File: config.mk
export PLATFORM = sky130hd
export DESIGN_NAME = pe_array_ins_issue
export DESIGN_NICKNAME = d
export VERILOG_FILES = /design/src/rtl/pe_array_ins_issue_pkg.sv /design/src/rtl/pe_array_ins_issue_fifo.sv /design/src/rtl/pe_array_ins_issue.sv
export SDC_FILE = /design/constraint.sdc
export NUM_CORES = 1
export LEC_CHECK = 0
export ABC_CLOCK_PERIOD_IN_PS = 2100
export BUFFER_PORTS_ARGS = -buffer_cell sky130_fd_sc_hd__buf_2
export CORE_UTILIZATION = 51
export CTS_CLUSTER_DIAMETER = 200
export DETAILED_ROUTE_END_ITERATION = 6
export GPL_TIMING_DRIVEN = 0
export PLACE_DENSITY = 0.75
export SYNTH_ARGS = -nofsm -noshare
export SYNTH_HDL_FRONTEND = slang
export SYNTH_SLANG_ARGS = --single-unit
File: constraint.sdc
create_clock -name iClk -period 2.1 [get_ports iClk]
set_clock_uncertainty 0.05 [all_clocks]
set_input_delay 0.42 -clock iClk [delete_from_list [all_inputs] [get_ports iClk]]
set_output_delay 0.42 -clock iClk [all_outputs]
set_load 0.005 [all_outputs]
File: src/rtl/pe_array_ins_issue_pkg.sv
// Shared definitions for the PE array instruction issue stage.
package pe_array_ins_issue_pkg;

    localparam int DEF_PE_INS_WIDTH = 24;

    // The PE array treats an all-zero instruction word as a NOP.
    localparam logic [DEF_PE_INS_WIDTH-1:0] DEF_PE_NOP_INS = '0;

    typedef enum logic [1:0] {
        ST_IDLE  = 2'd0,
        ST_ISSUE = 2'd1,
        ST_HOLD  = 2'd2,
        ST_FLUSH = 2'd3
    } issue_state_t;

endpackage

File: src/rtl/pe_array_ins_issue_fifo.sv
// Synchronous FIFO holding {predication, data selection, instruction} entries.
module pe_ins_fifo #(
    parameter  int WIDTH = 28,
    parameter  int DEPTH = 4,
    localparam int PTR_W = $clog2(DEPTH),
    localparam int CNT_W = PTR_W + 1
) (
    input  logic             clk,
    input  logic             reset,
    input  logic             push,
    input  logic             pop,
    input  logic             clear,
    input  logic [WIDTH-1:0] wr_data,
    output logic [WIDTH-1:0] rd_data,
    output logic [CNT_W-1:0] count,
    output logic             full,
    output logic             empty
);

    logic [WIDTH-1:0] mem_q [DEPTH];
    logic [PTR_W-1:0] wr_ptr_q, wr_ptr_d;
    logic [PTR_W-1:0] rd_ptr_q, rd_ptr_d;
    logic [CNT_W-1:0] count_q, count_d;
    logic             push_ok;
    logic             pop_ok;

    assign full    = (count_q == CNT_W'(DEPTH));
    assign empty   = (count_q == '0);
    assign count   = count_q;
    assign rd_data = mem_q[rd_ptr_q];
    assign push_ok = push && !full && !clear;
    assign pop_ok  = pop && !empty && !clear;

    // Pointer and occupancy update; pointers wrap naturally since DEPTH is a power of two.
    always_comb begin
        // NOTE: every always_comb output gets a default first so no latch is inferred.
        wr_ptr_d = wr_ptr_q;
        rd_ptr_d = rd_ptr_q;
        count_d  = count_q;
        if (clear) begin
            wr_ptr_d = '0;
            rd_ptr_d = '0;
            count_d  = '0;
        end else begin
            if (push_ok) wr_ptr_d = wr_ptr_q + PTR_W'(1);
            if (pop_ok)  rd_ptr_d = rd_ptr_q + PTR_W'(1);
            count_d = count_q + CNT_W'(push_ok) - CNT_W'(pop_ok);
        end
    end

    // Pointer and occupancy registers.
    always_ff @(posedge clk) begin
        // NOTE: sequential state uses non-blocking assignments so all flops update together.
        if (reset) begin
            wr_ptr_q <= '0;
            rd_ptr_q <= '0;
            count_q  <= '0;
        end else begin
            wr_ptr_q <= wr_ptr_d;
            rd_ptr_q <= rd_ptr_d;
            count_q  <= count_d;
        end
    end

    // Entry storage write port.
    always_ff @(posedge clk) begin
        // NOTE: storage is not reset; occupancy decides which entries are live, so stale data is never read.
        if (push_ok) mem_q[wr_ptr_q] <= wr_data;
    end

endmodule

File: src/rtl/pe_array_ins_issue.sv
// Issue stage: buffers CP instructions and drives one instruction or NOP to the PE array IF every cycle.
module pe_array_ins_issue
    import pe_array_ins_issue_pkg::*;
#(
    parameter  int INS_WIDTH  = DEF_PE_INS_WIDTH,
    parameter  int FIFO_DEPTH = 4,
    parameter  int CNT_WIDTH  = 16,
    localparam int FCNT_W     = $clog2(FIFO_DEPTH) + 1,
    localparam int ENTRY_W    = INS_WIDTH + 4
) (
    input  logic                 iClk,
    input  logic                 iReset,
    input  logic                 iCP_Ins_Valid,
    output logic                 oCP_Ins_Ready,
    input  logic [INS_WIDTH-1:0] iCP_Instruction,
    input  logic [1:0]           iCP_Data_Selection,
    input  logic [1:0]           iCP_Predication,
    input  logic                 iStall,
    input  logic                 iFlush,
    output logic [INS_WIDTH-1:0] oIMEM_IF_Instruction,
    output logic [1:0]           oData_Selection,
    output logic [1:0]           oPredication,
    output logic                 oIssue_Valid,
    output logic [FCNT_W-1:0]    oFifo_Count,
    output logic [CNT_WIDTH-1:0] oIssue_Count
);

    issue_state_t         state_q, state_d;
    logic [INS_WIDTH-1:0] ins_q, ins_d;
    logic [1:0]           dsel_q, dsel_d;
    logic [1:0]           pred_q, pred_d;
    logic                 valid_q, valid_d;
    logic [CNT_WIDTH-1:0] issue_cnt_q, issue_cnt_d;

    logic [ENTRY_W-1:0]   fifo_rdata;
    logic [FCNT_W-1:0]    fifo_count;
    logic [FCNT_W-1:0]    count_next;
    logic                 fifo_full;
    logic                 fifo_empty;
    logic                 cp_ready;
    logic                 push;
    logic                 pop;

    // Ready comes from the registered count only; a same-cycle pop does not free a slot early.
    assign cp_ready = !fifo_full;
    assign push     = iCP_Ins_Valid && cp_ready && !iFlush;
    assign pop      = ((state_q == ST_ISSUE) || (state_q == ST_IDLE)) &&
                      !fifo_empty && !iStall && !iFlush;

    pe_ins_fifo #(
        .WIDTH (ENTRY_W),
        .DEPTH (FIFO_DEPTH)
    ) u_fifo (
        .clk     (iClk),
        .reset   (iReset),
        .push    (push),
        .pop     (pop),
        .clear   (iFlush),
        .wr_data ({iCP_Predication, iCP_Data_Selection, iCP_Instruction}),
        .rd_data (fifo_rdata),
        .count   (fifo_count),
        .full    (fifo_full),
        .empty   (fifo_empty)
    );

    // Occupancy after this edge, used by the FSM to see entries arriving or draining.
    always_comb begin
        count_next = fifo_count;
        if (iFlush) count_next = '0;
        else        count_next = fifo_count + FCNT_W'(push) - FCNT_W'(pop);
    end

    // Next-state logic; flush overrides everything.
    always_comb begin
        state_d = state_q;
        if (iFlush) begin
            state_d = ST_FLUSH;
        end else begin
            unique case (state_q)
                ST_IDLE: begin
                    if (iStall)               state_d = ST_HOLD;
                    else if (count_next != 0) state_d = ST_ISSUE;
                end
                ST_ISSUE: begin
                    if (iStall)               state_d = ST_HOLD;
                    else if (count_next == 0) state_d = ST_IDLE;
                end
                ST_HOLD: begin
                    if (!iStall) state_d = (count_next != 0) ? ST_ISSUE : ST_IDLE;
                end
                ST_FLUSH: begin
                    state_d = (count_next != 0) ? ST_ISSUE : ST_IDLE;
                end
                default: state_d = ST_IDLE;
            endcase
        end
    end

    // Output register contents: FIFO head on a pop, otherwise a NOP.
    always_comb begin
        ins_d       = INS_WIDTH'(DEF_PE_NOP_INS);
        dsel_d      = '0;
        pred_d      = '0;
        valid_d     = 1'b0;
        issue_cnt_d = issue_cnt_q;
        if (pop) begin
            ins_d       = fifo_rdata[INS_WIDTH-1:0];
            dsel_d      = fifo_rdata[INS_WIDTH+1:INS_WIDTH];
            pred_d      = fifo_rdata[INS_WIDTH+3:INS_WIDTH+2];
            valid_d     = 1'b1;
            issue_cnt_d = issue_cnt_q + CNT_WIDTH'(1);
        end
    end

    // State, output and issue counter registers.
    always_ff @(posedge iClk) begin
        if (iReset) begin
            state_q     <= ST_IDLE;
            ins_q       <= '0;
            dsel_q      <= '0;
            pred_q      <= '0;
            valid_q     <= 1'b0;
            issue_cnt_q <= '0;
        end else begin
            state_q     <= state_d;
            ins_q       <= ins_d;
            dsel_q      <= dsel_d;
            pred_q      <= pred_d;
            valid_q     <= valid_d;
            issue_cnt_q <= issue_cnt_d;
        end
    end

    assign oCP_Ins_Ready        = cp_ready;
    assign oIMEM_IF_Instruction = ins_q;
    assign oData_Selection      = dsel_q;
    assign oPredication         = pred_q;
    assign oIssue_Valid         = valid_q;
    assign oFifo_Count          = fifo_count;
    assign oIssue_Count         = issue_cnt_q;

endmodule

==> impl_metrics.yaml <==
floorplan:
  initial_core_util: 0.528
  ios: 82
  rows: 39
  core_area_um2: 11600
  dieArea_um2: 12400
  die_h_um: 111
  die_w_um: 111
logic_synthesis:
  syn_nets: 403
  synth_flop_cell: "edfxtp_1"
  synth_cell_types: 31
  postSynthAreaPerCell_um2: 17.0
  synth-edff-count: 112
  yosysWarnings: 0
  syn-instance-count: 359
  netlist_area_um2: 6100
  synthArstFlopShare: 0
  ys_seq_area_frac: 0.728
  ys_ff_latch: 166
sta:
  max_slew_margin: 0.433
  drv_slew: 0
  setup_viol: 3
  setup_ws_ns: -0.145
  fin_tns_setup_ns: -0.355
  max_freq_mhz: 446
  rsz0062_at_grt: "yes"
  fin_crit_ns: 2.24
  holdWs_ns: 0.161
  tightest_slew_ns: 0.851
  period_share: 1.07
  hold_viol: 0
clock_tree:
  cts_sinks: 166
  cts_buffers: 17
  cts_max_path_buffers: 2
  h-tree-depth: 4
  clockRootBuffer: "clkbuf_16"
  tritoncts: "done"
  cts.clk_slew.worst_paths_ns: 0.06
  clkLatencyLatePin_ns: 0.42
worst_setup_path:
  cp.arrival_ns: 2.53
  path_max_fanout: 5
  startpoint_type: "flip-flop"
  cp-end-kind: "flip-flop"
  critPathKind: "reg -> reg"
  cp_data_required_time_ns: 2.39
grt:
  grt_pass1_vias: 3447
  grt.total_usage: 0.189
  grt_antenna_before_repair: 0
  grt_max_degree: 29
  grt_remaining_overflow: 0
  grt_pass1_wl_um: 17100
power:
  power.leakage_nw: 2.69
  ir_worst_vdd_mv: 0.476
  p_per_area_nw_per_um2: 918
routing:
  ant_nets: 0
  wl_per_cell_um: 17.6
  drt-total-wl_um: 10900
  vias_per_cell: 5.42
  first_pass_iters: 6
  drc: 10
  first_iter_violations: 251
  vias: 3350
placed_design:
  dpl.hpwl_um: 6570
  place.gp.congestion: 0.757
  place_area_um2: 6710
  placed_cells: 583
  portBuffers: 81
layout:
  drive_above_1_share: 0.373
  final_area_um2: 7410
  final_nets: 506
  syn_to_final_growth_pct: 21.5
  num_antenna_cells: 0
  stdcell_count: 618
run:
  cap_violations: 0
min_path:
  hp-class: "in -> reg"
outcome:
  violations: "design-rule violations, negative setup slack"
  status: "finished with violations"
## through the flow
stage | power (mW) | util | worst slack [ns]
2_1_floorplan | 3.71 | - | -0.0760
3_3_place_gp | 3.79 | 0.580 | -0.482
3_5_place_dp | 3.80 | 0.581 | -0.237
4_1_cts | 6.84 | 0.637 | -0.165
5_1_grt | 7.02 | 0.641 | -0.204
6_report | 6.80 | 0.641 | -0.145
## metal layers
metal / vias to the layer above / part of all wire / GRT usage
met5: - / 0 / 0
met4: 0 / 0.013 / 0.0730
met3: 13 / 0.044 / 0.0631
met2: 79 / 0.53 / 0.318
met1: 1698 / 0.42 / 0.225
li1: 1560 / - / -
## state kept, by name (all words and copies together), names as in the netlist
name,flops
oData_Selection,2
oIMEM_IF_Instruction,24
oIssue_Count,16
oIssue_Valid,1
oPredication,2
state_q,2
u_fifo.count,3
u_fifo.mem_q,112
u_fifo.rd_ptr_q,2
u_fifo.wr_ptr_q,2
## cell usage in the layout (no fill, tap or decap), types with 3 or more instances in the layout
cell type,synthesis,layout
nand2_1,10,8
buf_2,2,83
clkbuf_16,0,17
ha_4,0,3
or3_1,5,4
mux4_2,28,28
clkinv_2,0,4
dfxtp_1,54,52
nand3_1,7,7
clkinvlp_4,0,4
clkbuf_1,8,7
a21oi_1,11,10
o31ai_1,6,6
ha_1,9,5
xor2_1,3,3
inv_1,14,11
bufinv_16,0,3
clkbuf_2,0,4
nand4_1,4,4
o21ai_0,3,3
edfxtp_1,112,112
and2_1,32,28
and2_4,0,4
nor2_1,17,17
buf_4,0,3
or4_1,6,6
xnor2_1,9,8
## worst max-delay path: stages, from the launching register on
cell and delay, ns:
dfxtp_4 0.36, or3_4 0.42, nand2_4 0.10, inv_4 0.04
ha_4 0.25, inv_2 0.04, ha_4 0.15, fa_2 0.52
nor3_2 0.04, a221oi_2 0.20
## cells by family (layout without fill, tap and decap cells)
group,Yosys count,count (layout),synth area share
compound gates,22,22,0.0215
flops,166,166,0.728
buf+inv,28,144,0.0193
fa+ha+maj,11,11,0.0250
xor+xnor,12,12,0.0172
mux,28,28,0.103
simple gates,92,92,0.0857
## path summary, 6_finish.rpt
path,slack [ns],cells past startpoint,startpoint,to
worst max register to register,-0.14,9,u_fifo.count[0]$_SDFF_PP0_,state_q[0]$_SDFFE_PP0P_
worst max-delay path,-0.14,9,u_fifo.count[0]$_SDFF_PP0_,state_q[0]$_SDFFE_PP0P_
worst min-delay path,0.16,1,iCP_Instruction[8],u_fifo.mem_q[3][8]$_DFFE_PP_
worst min register to register,0.46,2,oIssue_Count[14]$_SDFFE_PP0N_,oIssue_Count[14]$_SDFFE_PP0N_
## power breakdown
part           internal (mW)  leakage [nW]  total (mW)  switching, mW
combinational         0.0880         0.953       0.196          0.108
sequential              3.54          1.45        3.55         0.0152
clock                   1.86         0.279        3.06           1.20
total                   5.48          2.69        6.80           1.32
## cell type report
type | count | area, um2
multi-input combinational | 165 | 1640
buffer | 14 | 70.1
clock inverter | 13 | 158
timing repair buffer | 84 | 428
fill | 822 | 4150
sequential | 166 | 4450
clock buffer | 19 | 433
inverter | 14 | 55.1
tap | 143 | 179
## synth_stat cells, drive strengths merged (2+ instances only)
cell	instances	area share
edfxtp	112	0.55
dfxtp	54	0.18
and2	32	0.033
mux4	28	0.10
nor2	17	0.010
inv	14	0.0086
a21oi	11	0.0090
nand2	10	0.0061
clkbuf	9	0.0072
ha	9	0.018
xnor2	9	0.013
nand3	7	0.0057
o31ai	6	0.0074
or3	6	0.0070
or4	6	0.0074
buf	5	0.0035
nand4	4	0.0041
nor3	3	0.0025
o21ai	3	0.0025
xor2	3	0.0043
and4	2	0.0033
fa	2	0.0066
nor4b	2	0.0029
## timing repair
item                       CTS  global route
setup buffers                3             0
pin swaps                    6             7
hold buffers                 0             0
gates resized for setup     10            18
hold endpoints to repair     0             0
setup endpoints to repair  100           130
Note: power is estimated with default switching activity, not from simulation.
